===== config.mk =====
export PLATFORM = sky130hd
export DESIGN_NAME = crypt_batch_sched
export DESIGN_NICKNAME = d
export VERILOG_FILES = /design/src/rtl/crypt_batch_sched.sv
export SDC_FILE = /design/constraint.sdc
export NUM_CORES = 1
export LEC_CHECK = 0
export ABC_CLOCK_PERIOD_IN_PS = 10350
export BUFFER_PORTS_ARGS = -buffer_cell sky130_fd_sc_hd__buf_2
export CORE_UTILIZATION = 30
export DETAILED_ROUTE_END_ITERATION = 8
export PLACE_DENSITY = 0.56
export SLEW_MARGIN = 20
export SYNTH_ARGS = -nofsm -noshare
export SYNTH_HDL_FRONTEND = slang
export SYNTH_SLANG_ARGS = --single-unit

===== constraint.sdc =====
create_clock -name clk -period 10.35 [get_ports clk]
set_input_delay 2.07 -clock clk [delete_from_list [all_inputs] [get_ports clk]]
set_output_delay 2.07 -clock clk [all_outputs]
set_load 0.005 [all_outputs]

===== src/rtl/crypt_batch_sched.sv =====
// Batch scheduler for the 16-slot pipelined crypt engine: gathers candidates,
// aligns launch to the engine lap boundary, and checks each slot's hash at lap end.
//
// state | meaning
// FILL  | accepting candidates into slots
// ARM   | batch full or flushed, waiting for engine counter 24/15
// RUN   | engine lap in progress, slots frozen
// DRAIN | engine outputs final, one slot compared per cycle
module crypt_batch_sched #(
    parameter int NUM_SLOTS  = 16,
    parameter int LAST_SUPER = 24
) (
    input  logic        clk,
    input  logic        rst_n,
    input  logic [15:0] salt_in,
    input  logic [87:0] target_in,
    input  logic        cand_valid,
    input  logic [63:0] cand_pass,
    output logic        cand_ready,
    input  logic        flush,
    input  logic [4:0]  eng_super_round,
    input  logic [3:0]  eng_des_round,
    input  logic [87:0] eng_out,
    output logic [63:0] eng_pass,
    output logic [15:0] eng_salt,
    output logic        hit_valid,
    output logic [63:0] hit_pass,
    output logic [3:0]  hit_slot,
    output logic        batch_done,
    output logic [4:0]  batch_hits,
    output logic        busy
);

    localparam logic [4:0] LAST_S = 5'(LAST_SUPER);

    typedef enum logic [1:0] {FILL, ARM, RUN, DRAIN} state_t;

    state_t               state, state_nxt;
    logic [63:0]          slot [NUM_SLOTS];
    logic [NUM_SLOTS-1:0] valid;
    logic [4:0]           count;
    logic [4:0]           hit_cnt;
    logic [87:0]          target_q;

    logic       accept;
    logic [4:0] count_inc;
    logic       at_lap_end;
    logic       at_drain_end;
    logic       slot_match;
    logic       drain_exit;

    assign at_lap_end   = (eng_super_round == LAST_S) && (eng_des_round == 4'hf);
    assign at_drain_end = (eng_super_round == 5'd0) && (eng_des_round == 4'hf);
    assign accept       = cand_valid && cand_ready;
    assign count_inc    = count + 5'(accept);
    assign slot_match   = (state == DRAIN) && valid[eng_des_round] && (eng_out == target_q);
    assign drain_exit   = (state == DRAIN) && at_drain_end;

    assign eng_pass = valid[eng_des_round] ? slot[eng_des_round] : 64'd0;
    assign busy     = (state != FILL);

    always_comb begin
        state_nxt  = state;
        cand_ready = 1'b0;
        case (state)
            FILL: begin
                // Gated by rst_n so the source never sees ready while held in reset.
                cand_ready = rst_n && (count < 5'd16);
                if (count_inc == 5'd16 || (flush && count_inc != 5'd0))
                    state_nxt = ARM;
            end
            ARM:   if (at_lap_end) state_nxt = RUN;
            RUN:   if (at_lap_end) state_nxt = DRAIN;
            DRAIN: if (at_drain_end) state_nxt = FILL;
            default: state_nxt = FILL;
        endcase
    end

    always_ff @(posedge clk or negedge rst_n) begin
        if (!rst_n) state <= FILL;
        else        state <= state_nxt;
    end

    always_ff @(posedge clk or negedge rst_n) begin
        if (!rst_n) begin
            count <= 5'd0;
            valid <= '0;
        end else if (drain_exit) begin
            count <= 5'd0;
            valid <= '0;
        end else if (accept) begin
            valid[count[3:0]] <= 1'b1;
            count             <= count_inc;
        end
    end

    // Slot contents need no reset: valid bits gate every use.
    always_ff @(posedge clk) begin
        if (accept) slot[count[3:0]] <= cand_pass;
    end

    always_ff @(posedge clk or negedge rst_n) begin
        if (!rst_n) begin
            eng_salt <= 16'd0;
            target_q <= 88'd0;
        end else if (state == ARM && at_lap_end) begin
            eng_salt <= salt_in;
            target_q <= target_in;
        end
    end

    always_ff @(posedge clk or negedge rst_n) begin
        if (!rst_n) begin
            hit_valid  <= 1'b0;
            hit_pass   <= 64'd0;
            hit_slot   <= 4'd0;
            hit_cnt    <= 5'd0;
            batch_done <= 1'b0;
            batch_hits <= 5'd0;
        end else begin
            hit_valid  <= slot_match;
            batch_done <= drain_exit;
            if (slot_match) begin
                hit_pass <= slot[eng_des_round];
                hit_slot <= eng_des_round;
            end
            if (drain_exit) begin
                batch_hits <= hit_cnt + 5'(slot_match);
                hit_cnt    <= 5'd0;
            end else if (slot_match) begin
                hit_cnt <= hit_cnt + 5'd1;
            end
        end
    end

endmodule


* After elaboration in Yosys (flattened, before gate mapping) *
Memory sizes are Yosys's and may differ from the RTL's.
Index checks and enable logic that the tools add are counted.
Widths: inputs -> output; s select.

cells by class
  magnitude comparators = 4
  bitwise logic cells = 1
  reduce and logical (&&, ||, !) cells = 18
  muxes and demuxes = 19
  $add $sub $neg = 3
  eq/ne operators = 11

operators by type and width
  cell                 count
  $eq 88x88->1         1
  $mux 64              1
  $mux 16              2
  $mux 5               4
  $or 16x16->16        1
  $add 5x1->5          2
  $eq 5x5->1 const B   2
  $logic_and 1x1->1    10
  $lt 4x5->1 const B   2
  $mux 2               4
  $ne 2x2->1 const B   4
  $pmux 2 s4           1
  $reduce_bool 2->1    3
  $add 5x1->5 const B  1
  $logic_not 5->1      1
  $lt 5x5->1 const B   1
  $mux 1               5
  $reduce_bool 5->1    1
  $bmux 1 s4           1
  $demux 1 s4          1
  $eq 2x2->1 const B   2
  $eq 4x4->1 const B   1
  $ge 4x1->1 const B   1
  $reduce_and 4->1     1
  other kinds (3)      3

storage, ports and cells
  memories = 1
  output and inout bits = 157
  flip-flop bits (word level) = 207
  RAM bits = 1,024

memories
  memory  words  width  rd ports  clocked after Yosys merged registers in  wr ports  line  source
  slot    16     64     1         0                                        1         39    logic [63:0] slot [NUM_SLOTS];

* Depth between registers and ports, before layout *
Gate-level depths: netlist of run 1.

  depth in word-level cells = 10
  mapped depth = 15

* Worst setup path before layout of run 1 *
Ideal clock, no wire load.

  path type = input to register
  start point = input port rst_n
  end point = memory slot[0][0] (enable)
  path slack = 2.199 ns
  stages on the path = 6
  buffers on the path = 1
  arrival = 7.584 ns
  setup time = 0.567 ns
  data required time = 9.783 ns
  cell sequence = nand2_1 nor2_1 and2_1 clkbuf_1 or3b_2 nor3_1

on the way
  longest elaborated chain between the ends = 5

ends and longest elaborated chain
  what                          line  source
  from (decl)                   14    input logic rst_n,
  $logic_and 1x1->1             68    cand_ready = rst_n && (count < 5'd16);
  $mux 1                        65    case (state)
  named net cand_ready          19    output logic cand_ready,
  $logic_and 1x1->1             54    assign accept = cand_valid && cand_ready;
  $mux 1                        99    if (accept) slot[count[3:0]] <= cand_pass;
  $mux 1 (not written as such)  99
  to (decl)                     39

The timed path passes the listed nets, and every way through them passes these cells.

* Worst setup path after layout of run 1 *
  start point = input port eng_des_round[1]
  end point = output port eng_pass[62]

on the way
  longest elaborated chain between the ends = 3

ends and longest elaborated chain
  what                          line  source
  from (decl)                   22    input logic [3:0] eng_des_round,
  $bmux 1 s4                    59    assign eng_pass = valid[eng_des_round] ? slot[eng_des_round] : 64'd0;
  $mux 1 (not written as such)  59
  $mux 64 *                     59
  to (decl)                     24    output logic [63:0] eng_pass,

Mark *: on every way between the ends. The rest lies on a longest branch, timed or not. The select of a mux whose other input is x is not followed.

==> flow_metrics.tcl, run 1 <==
set metrics [dict create \
    setup_viol 0 \
    drv_slew 0 \
    ys_seq_area_frac 0.741 \
    ys_warn_count 0 \
    dp.final_hpwl_mm 75.1 \
    syn_avg_cell_area_um2 18.5 \
    drive_above_1_share 0.304 \
    synthSimpleGateAreaFrac 0.0275 \
    cp_max_fo 50 \
    hold_viol_final 0 \
    yosysTopAreaCellShare 0.634 \
    grt_setup_unrepaired "false" \
    maxSlewHeadroom 0.321 \
    cts_tree "built" \
    crit_type "primary input to output pin" \
    synth_top_family_by_area "multiplexers" \
    clk_pin_slew_ps 60 \
    setup_ws_ps 3250 \
    cts_root_buf "clkbuf_16" \
    nNetsFinal 3367 \
    finClkSkew_ps 23.6 \
    post-cts-setup-buffer-count 0 \
    pin_count 426 \
    synth.area.mux_share 0.155 \
    num_rows 147 \
    ctsLongestPathBuffers 3 \
    grt.overflow.total 0 \
    synth_edf_count 1024 \
    hold_path.class "flop to flop" \
    min_period_ps 7100 \
    drtAntennaViolNets 0 \
    drtIter0Drc 1696 \
    hold_buffers 0 \
    yosys_register_bits 1231 \
    grt_start_max_net_pins 111 \
    fin_setup_tns_ps 0 \
    synth_top_cell_by_area "edfxtp_1" \
    cp.arrival_ps 5030 \
    grt_pass1_vias 26572 \
    startpoint_type "primary input" \
    vias 25956 \
    fmax_mhz 141 \
    power_density_nw_per_um2 191 \
    r2r_setup_slack_ps 6090 \
    postSynthCellCount 2615 \
    route.detailed.drc 0 \
    required_ps 8280 \
    endpoint_kind "output pin" \
    grt_pass1_wl_mm 187 \
    dp_slack_ps 3140 \
    dr.pass1.iters 5 \
    synth-compound-area-share 0.0452 \
    die_h_um 404 \
    maxCapViolCount 0 \
    place.gp.congestion 0.857 \
    synthTopCellsByArea "edfxtp_1 63%, dfrtp_1 11%, mux4_2 6.0%, mux2i_1 5.5%, mux2_2 3.5%" \
    cts_sinks 1231 \
    area_growth_syn_to_layout_pct 19.2 \
    max-vdd-ir-drop_uv 161 \
    synth.most_common_cell "edfxtp_1" \
    reg2reg_depth 9 \
    hold_depth 2 \
    initial_core_util 0.302 \
    grt_util_all_layers 0.157 \
    status "complete, no violations" \
    ys_types 47 \
    post_drt_wl_per_cell_um 24.3 \
    antenna_found_initial 45 \
    synth.top_cells.by_count "1024 x edfxtp_1, 265 x mux2i_1, 207 x dfrtp_1, 149 x mux2_2" \
    core_area_um2 161000 \
    ys_dominant_reg_cell "edfxtp_1" \
    synth_fa_ha_area_frac 0.00258 \
    drt_wl_total_mm 130 \
    synth_area_um2 48500 \
    synth_nets 2894 \
    p_leak_nw 21.5 \
    h-tree-depth 4 \
    synthArstFlopShare 0.168 \
    die_x_um 404 \
    insertion_delay_ps 750 \
    worst_pin_slew_ps 1010 \
    numCtsBuffers 138 \
    min_period_over_period 0.686 \
    vias_per_cell 4.84 \
    port_buffers 425 \
    synthXorXnorAreaFrac 0.0130 \
    dieArea_um2 163000 \
    post_cts_resized 0 \
]
[critical path: stages]
cell and delay (ps):
buf_6 460, and2_4 500, buf_4 670, a221oi_1 260, o21a_1 240, a221o_1 390
and2_1 220, buf_2 130
[stage by stage]
step | total power (W) | hold slack (ps) | cells | util | area (um2)
after floorplan | 0.00594 | 461 | 2615 | - | 48500
after global placement | 0.00628 | 459 | 5108 | 0.332 | 53300
after detailed placement | 0.00628 | 466 | 5108 | 0.332 | 53300
after CTS | 0.0112 | 479 | 5356 | 0.360 | 57700
after global routing | 0.0114 | 498 | 5356 | 0.360 | 57700
final | 0.0110 | 474 | 5363 | 0.360 | 57800
[placed cells by master (no fill, tap or decap), types with 10 or more instances in the layout]
| cell | Yosys | routed |
|---|---|---|
| a221oi_1 | 130 | 130 |
| a22oi_1 | 66 | 66 |
| and2_1 | 67 | 66 |
| buf_2 | 17 | 420 |
| buf_4 | 1 | 48 |
| bufinv_16 | 0 | 12 |
| clkbuf_1 | 89 | 25 |
| clkbuf_16 | 0 | 142 |
| clkinv_1 | 0 | 31 |
| clkinv_2 | 0 | 17 |
| dfrtp_1 | 207 | 207 |
| edfxtp_1 | 1024 | 1024 |
| ha_1 | 10 | 10 |
| inv_1 | 31 | 29 |
| mux2_1 | 24 | 24 |
| mux2_2 | 149 | 149 |
| mux2i_1 | 265 | 265 |
| mux4_2 | 130 | 130 |
| nand2_1 | 82 | 80 |
| nand2b_1 | 10 | 10 |
| nand4_1 | 17 | 17 |
| nor2_1 | 55 | 43 |
| nor2_4 | 0 | 12 |
| nor4_1 | 10 | 10 |
| o21ai_0 | 69 | 69 |
| xnor2_1 | 52 | 52 |
| xor2_1 | 20 | 20 |
[registers in the layout (all words and copies together) (netlist names), 4 cells and up]
register	cells
slot	1024
target_q	88
hit_pass	64
eng_salt	16
valid	16
batch_hits	5
count	5
hit_cnt	5
hit_slot	4
[final cells by class]
cell class                 count  area, um2
fill                       15009     103000
sequential                  1231      35900
multi-input combinational   1211      12000
clock buffer                 173       3730
tap                         2160       2700
timing repair buffer         475       2580
clock inverter                75        731
inverter                      31        118
antenna                        7       17.5
[worst paths after layout]
| path | from | to |
|---|---|---|
| worst max-delay path | eng_des_round[1] | eng_pass[62] |
| worst min-delay path | batch_hits[2] | batch_hits[2] |
| worst max register to register | state[1] | slot[3][24] |
| worst min register to register | batch_hits[2] | batch_hits[2] |
| max in group asynchronous | rst_n | hit_pass[29] |
| min in group asynchronous | rst_n | target_q[29] |
[cells by family (layout without fill, tap and decap cells)]
kind of cell | count (synthesis) | after routing
compound gates | 293 | 293
other cells | 0 | 7
simple gates | 268 | 268
xor+xnor | 72 | 72
fa+ha+maj | 10 | 10
mux | 568 | 568
flops | 1231 | 1231
buf+inv | 173 | 754
[power breakdown]
group          switching [W]  leakage, nW  internal (W)
registers          0.0000318         12.1       0.00544
clock network        0.00199         2.17       0.00286
logic               0.000425         7.22      0.000265
[metal layers]
| metal | track usage | vias to the layer above | routed length, um |
|---|---|---|---|
| met3 | 0.0415 | 247 | 8590 |
| met5 | 0 | - | 287 |
| met4 | 0.0562 | 44 | 4150 |
| li1 | - | 11445 | - |
| met2 | 0.258 | 793 | 62000 |
| met1 | 0.200 | 13427 | 55400 |
No activity file was read; power rests on OpenSTA's default activity.
==> inputs of run 2 (changes only) <==
ABC_CLOCK_PERIOD_IN_PS = 7330   (was 10350)
clock period = 7.33 ns   (was 10.35 ns; I/O delays follow)
==> flow_metrics.tcl, run 2 (synthesis gave the netlist of run 1 again) <==
set metrics [dict create \
    worst_r2r_endpoint "slot[15][23]" \
    drv_slew 0 \
    maxSlewHeadroom 0.266 \
    switchingPower_w 0.00353 \
    min_period_ps 5630 \
    die_h_um 404 \
    critPathSlowestCell "buf_4" \
    r2r_setup_slack_ps 3590 \
    maxCapViolCount 0 \
    holdPathEnd "hit_pass[42]" \
    grt_setup_unrepaired "false" \
    grt.overflow.total 0 \
    place_area_um2 53400 \
    cp_common_cell "buf_4" \
    cts_tree "built" \
    finClkSkew_ps 29.4 \
    dp.final_hpwl_mm 73.2 \
    drt_wl_total_mm 129 \
    dieArea_um2 163000 \
    initial_core_util 0.302 \
    numCtsBuffers 140 \
    drtIter0Drc 1788 \
    insertion_delay_ps 780 \
    p_leak_nw 21.5 \
    finalInstanceArea_um2 57800 \
    startpoint_type "primary input" \
    vias_per_cell 4.82 \
    pwr-share-clk 0.435 \
    grt_util_all_layers 0.156 \
    area_growth_syn_to_layout_pct 19.3 \
    clk_pin_slew_ps 60 \
    cp_top_family "buffers and inverters" \
    post-cts-setup-buffer-count 0 \
    die_x_um 404 \
    drive_above_1_share 0.304 \
    mostFrequentLayoutCells "1024 x edfxtp_1, 420 x buf_2, 265 x mux2i_1, 207 x dfrtp_1, 149 x mux2_2" \
    reg2reg_depth 8 \
    port_buffers 425 \
    hold_depth 1 \
    hold_path.class "flop to flop" \
    cts_sinks 1231 \
    hold_viol_final 0 \
    antenna_found_initial 32 \
    pin_count 426 \
    endpoint_kind "output pin" \
    cts_root_buf "clkbuf_16" \
    dr.pass1.iters 5 \
    worst_pin_slew_ps 1100 \
    path_cells "buf_4 -> nor2b_4 -> buf_4 -> a221oi_1 -> o21ai_0 -> nand2_1 -> and2_1 -> buf_2" \
    min_period_over_period 0.768 \
    ctsLongestPathBuffers 3 \
    post_cts_resized 0 \
    power_density_nw_per_um2 267 \
    required_ps 5860 \
    p_sw_frac 0.229 \
    fmax_mhz 178 \
    num_rows 147 \
    cp_num_buf_inv 3 \
    nFillCells 14969 \
    status "complete, no violations" \
    place.gp.congestion 0.832 \
    power_frac_seq 0.502 \
    core_area_um2 161000 \
    h-tree-depth 4 \
    post_drt_wl_per_cell_um 24.0 \
    max_stage_delay_ps 730 \
    cp_max_fo 57 \
    max-vdd-ir-drop_uv 241 \
    dp_slack_ps 1730 \
    vias 25867 \
    crit_type "primary input to output pin" \
    min-delay-start "hit_pass[42]" \
    setup_viol 0 \
    power.internal_w 0.0119 \
    setup_ws_ps 1700 \
    largest_reg_flops 1024 \
    grt_pass1_vias 26314 \
    grt_pass1_wl_mm 185 \
    finalPower_w 0.0154 \
    power_frac_comb 0.063 \
    nNetsFinal 3369 \
    hold_buffers 0 \
    final_common_cell "edfxtp_1" \
    r2r_start "state[0]" \
    fin_setup_tns_ps 0 \
    cp.arrival_ps 4160 \
    grt_start_max_net_pins 125 \
    drtAntennaViolNets 0 \
    setup.worst_path.start "eng_des_round[2]" \
    route.detailed.drc 0 \
]
-- run 2: cell types whose count changed in the layout (fill, tap and decap cells not counted), sizes merged --
cell      delta
inv          +9
diode        -5
clkinv       -6
bufinv       -6
clkbuf      +12
clkinvlp     +1
-- run 2: worst reg2reg max path, stage by stage (launching register included) --
cell,delay (ps)
dfrtp_1,400
inv_1,130
ha_1,240
nand2_1,70
nor2_1,170
and2_1,520
nand3_1,430
nor2_4,950
buf_12,410
-- run 2: power groups by stage --
stage | clock network (W) | registers [W] | logic, W
floorplan | 0 | 0.00787 | 0.000522
global placement | 0 | 0.00787 | 0.000989
detailed placement | 0 | 0.00788 | 0.00100
CTS | 0.00690 | 0.00773 | 0.00100
global route | 0.00714 | 0.00774 | 0.00108
finish | 0.00671 | 0.00774 | 0.000978
-- run 2: per-layer routing --
metal / vias to the layer above / GRT usage / part of all wire
met2: 793 / 0.254 / 0.47
met5: - / 0 / 0.0012
li1: 11453 / - / -
met3: 229 / 0.0393 / 0.063
met1: 13366 / 0.203 / 0.43
met4: 26 / 0.0490 / 0.026
-- run 2: area by class of cell --
class                      instances  area, um2  share of cell area
timing repair buffer             475       2730              0.0473
inverter                          31        118             0.00203
sequential                      1231      35900               0.621
clock buffer                     185       3720              0.0644
clock inverter                    73        644              0.0111
multi-input combinational       1211      12000               0.207
antenna                            2       5.00           0.0000866
tap                             2160       2700              0.0467
-- run 2: worst max-delay path by stage --
stage	endpoint	depth (start not counted)
2_1_floorplan	slot[4][0]	6
6_report	eng_pass[63]	8
3_3_place_gp	eng_pass[62]	6
3_5_place_dp	eng_pass[63]	8
5_1_grt	eng_pass[63]	8
4_1_cts	eng_pass[63]	8
-- run 2: metrics by stage --
stage	hold WS (ps)	util	cells
3_5_place_dp	474	0.333	5108
4_1_cts	488	0.360	5366
3_3_place_gp	463	0.333	5108
5_1_grt	498	0.360	5367
2_1_floorplan	461	-	2615
6_report	483	0.360	5368
==> inputs of run 3 (changes only) <==
ABC_CLOCK_PERIOD_IN_PS = 4900   (was 7330)
PLACE_DENSITY = 0.57   (was 0.56)
clock period = 4.9 ns   (was 7.33 ns; I/O delays follow)
==> flow_metrics.tcl, run 3 (synthesis gave the netlist of run 1 again) <==
set metrics [dict create \
    status "complete, no violations" \
    path_cells "buf_4 -> clkinv_2 -> a221oi_1 -> o21ai_0 -> nand2_4 -> buf_12 -> and2_1 -> buf_2" \
    h-tree-depth 4 \
    fin_setup_tns_ps 0 \
    drtAntennaViolNets 0 \
    largest_reg_flops 1024 \
    seqCellArea_um2 35900 \
    place_area_um2 53900 \
    drtIter0Drc 1983 \
    initial_core_util 0.302 \
    finalPower_w 0.0231 \
    power_density_nw_per_um2 396 \
    place.gp.congestion 0.825 \
    min_period_over_period 0.890 \
    r2r_setup_slack_ps 1630 \
    grt.busiest_layer "met2" \
    antenna_found_initial 24 \
    dr.pass1.iters 8 \
    drt_wl_total_mm 128 \
    cp_top_family "buffers and inverters" \
    grtUsageMet1 0.201 \
    startpoint_type "primary input" \
    vias 25978 \
    grt_start_max_net_pins 84 \
    nFillCells 14991 \
    fmax_mhz 229 \
    drv_slew 0 \
    max-vdd-ir-drop_uv 336 \
    finClkSkew_ps 56.1 \
    hold_viol_final 0 \
    p_leak_nw 21.6 \
    cp_num_buf_inv 4 \
    grt_pass1_wl_mm 184 \
    clk_pin_slew_ps 50 \
    grt.overflow.total 0 \
    setup_viol 0 \
    hold_path.class "primary input to async pin" \
    mostFrequentLayoutCells "1024 x edfxtp_1, 420 x buf_2, 265 x mux2i_1, 207 x dfrtp_1, 149 x mux2_2" \
    die_x_um 404 \
    ctsLongestPathBuffers 3 \
    nNetsFinal 3387 \
    dieArea_um2 163000 \
    post-cts-setup-buffer-count 0 \
    crit_type "primary input to output pin" \
    pin_count 426 \
    post_drt_wl_per_cell_um 23.9 \
    area_growth_syn_to_layout_pct 20.3 \
    cp.arrival_ps 3380 \
    post_cts_resized 0 \
    maxCapViolCount 0 \
    die_h_um 404 \
    cts_root_buf "clkbuf_16" \
    endpoint_kind "output pin" \
    setup_ws_ps 539 \
    core_area_um2 161000 \
    hold_buffers 0 \
    max_stage_delay_ps 410 \
    grtUsageMet3 0.0370 \
    grt_pass1_vias 26146 \
    insertion_delay_ps 780 \
    grt_setup_unrepaired "false" \
    num_rows 147 \
    final_common_cell "edfxtp_1" \
    dp.final_hpwl_mm 72.0 \
    port_buffers 425 \
    min_period_ps 4360 \
    gr-usage-met2 0.251 \
    cts_sinks 1231 \
    dp_slack_ps 483 \
    route.detailed.drc 0 \
    finalInstanceArea_um2 58300 \
    cts_tree "built" \
    grt_util_all_layers 0.155 \
    cp_max_fo 35 \
    worst_pin_slew_ps 858 \
    critPathSlowestCell "nand2_4" \
    multi_input_comb_area_um2 12000 \
    dp_cells 5128 \
    maxSlewHeadroom 0.428 \
    drive_above_1_share 0.306 \
    numCtsBuffers 138 \
    required_ps 3920 \
    stdcell_count 5382 \
    vias_per_cell 4.83 \
]
-- run 3: power breakdown --
| group | switching [W] | total (W) | leakage, nW | internal (W) |
|---|---|---|---|---|
| combinational | 0.000884 | 0.00147 | 7.42 | 0.000584 |
| sequential | 0.0000751 | 0.0116 | 12.1 | 0.0115 |
| clock | 0.00425 | 0.0100 | 2.14 | 0.00580 |
-- run 3: cell type report --
cell class | count | share of cell area
multi-input combinational | 1211 | 0.205
sequential | 1231 | 0.616
clock inverter | 65 | 0.0125
inverter | 31 | 0.00202
antenna | 6 | 0.000257
clock buffer | 183 | 0.0635
timing repair buffer | 495 | 0.0540
tap | 2160 | 0.0463
-- run 3: routing by layer --
layer  vias up  share of wire
met5         -         0.0013
met4        24          0.030
met3       225          0.063
met2       802           0.47
met1     13451           0.43
li1      11476              -
-- run 3: path summary, 6_finish.rpt --
check / startpoint / to / depth (start not counted)
max: eng_des_round[3] / eng_pass[9] / 8
min: rst_n / target_q[57] / 1
max reg2reg: state[0] / state[1] / 12
min reg2reg: batch_hits[2] / batch_hits[2] / 2
max in group asynchronous: rst_n / hit_pass[29] / 3
min in group clk: target_in[21] / target_q[21] / 2
-- run 3: per-stage QoR --
step	utilization	hold WS, ps
floorplan	-	461
global placement	0.336	464
detailed placement	0.336	472
CTS	0.363	51.1
global route	0.363	94.8
finish	0.363	121
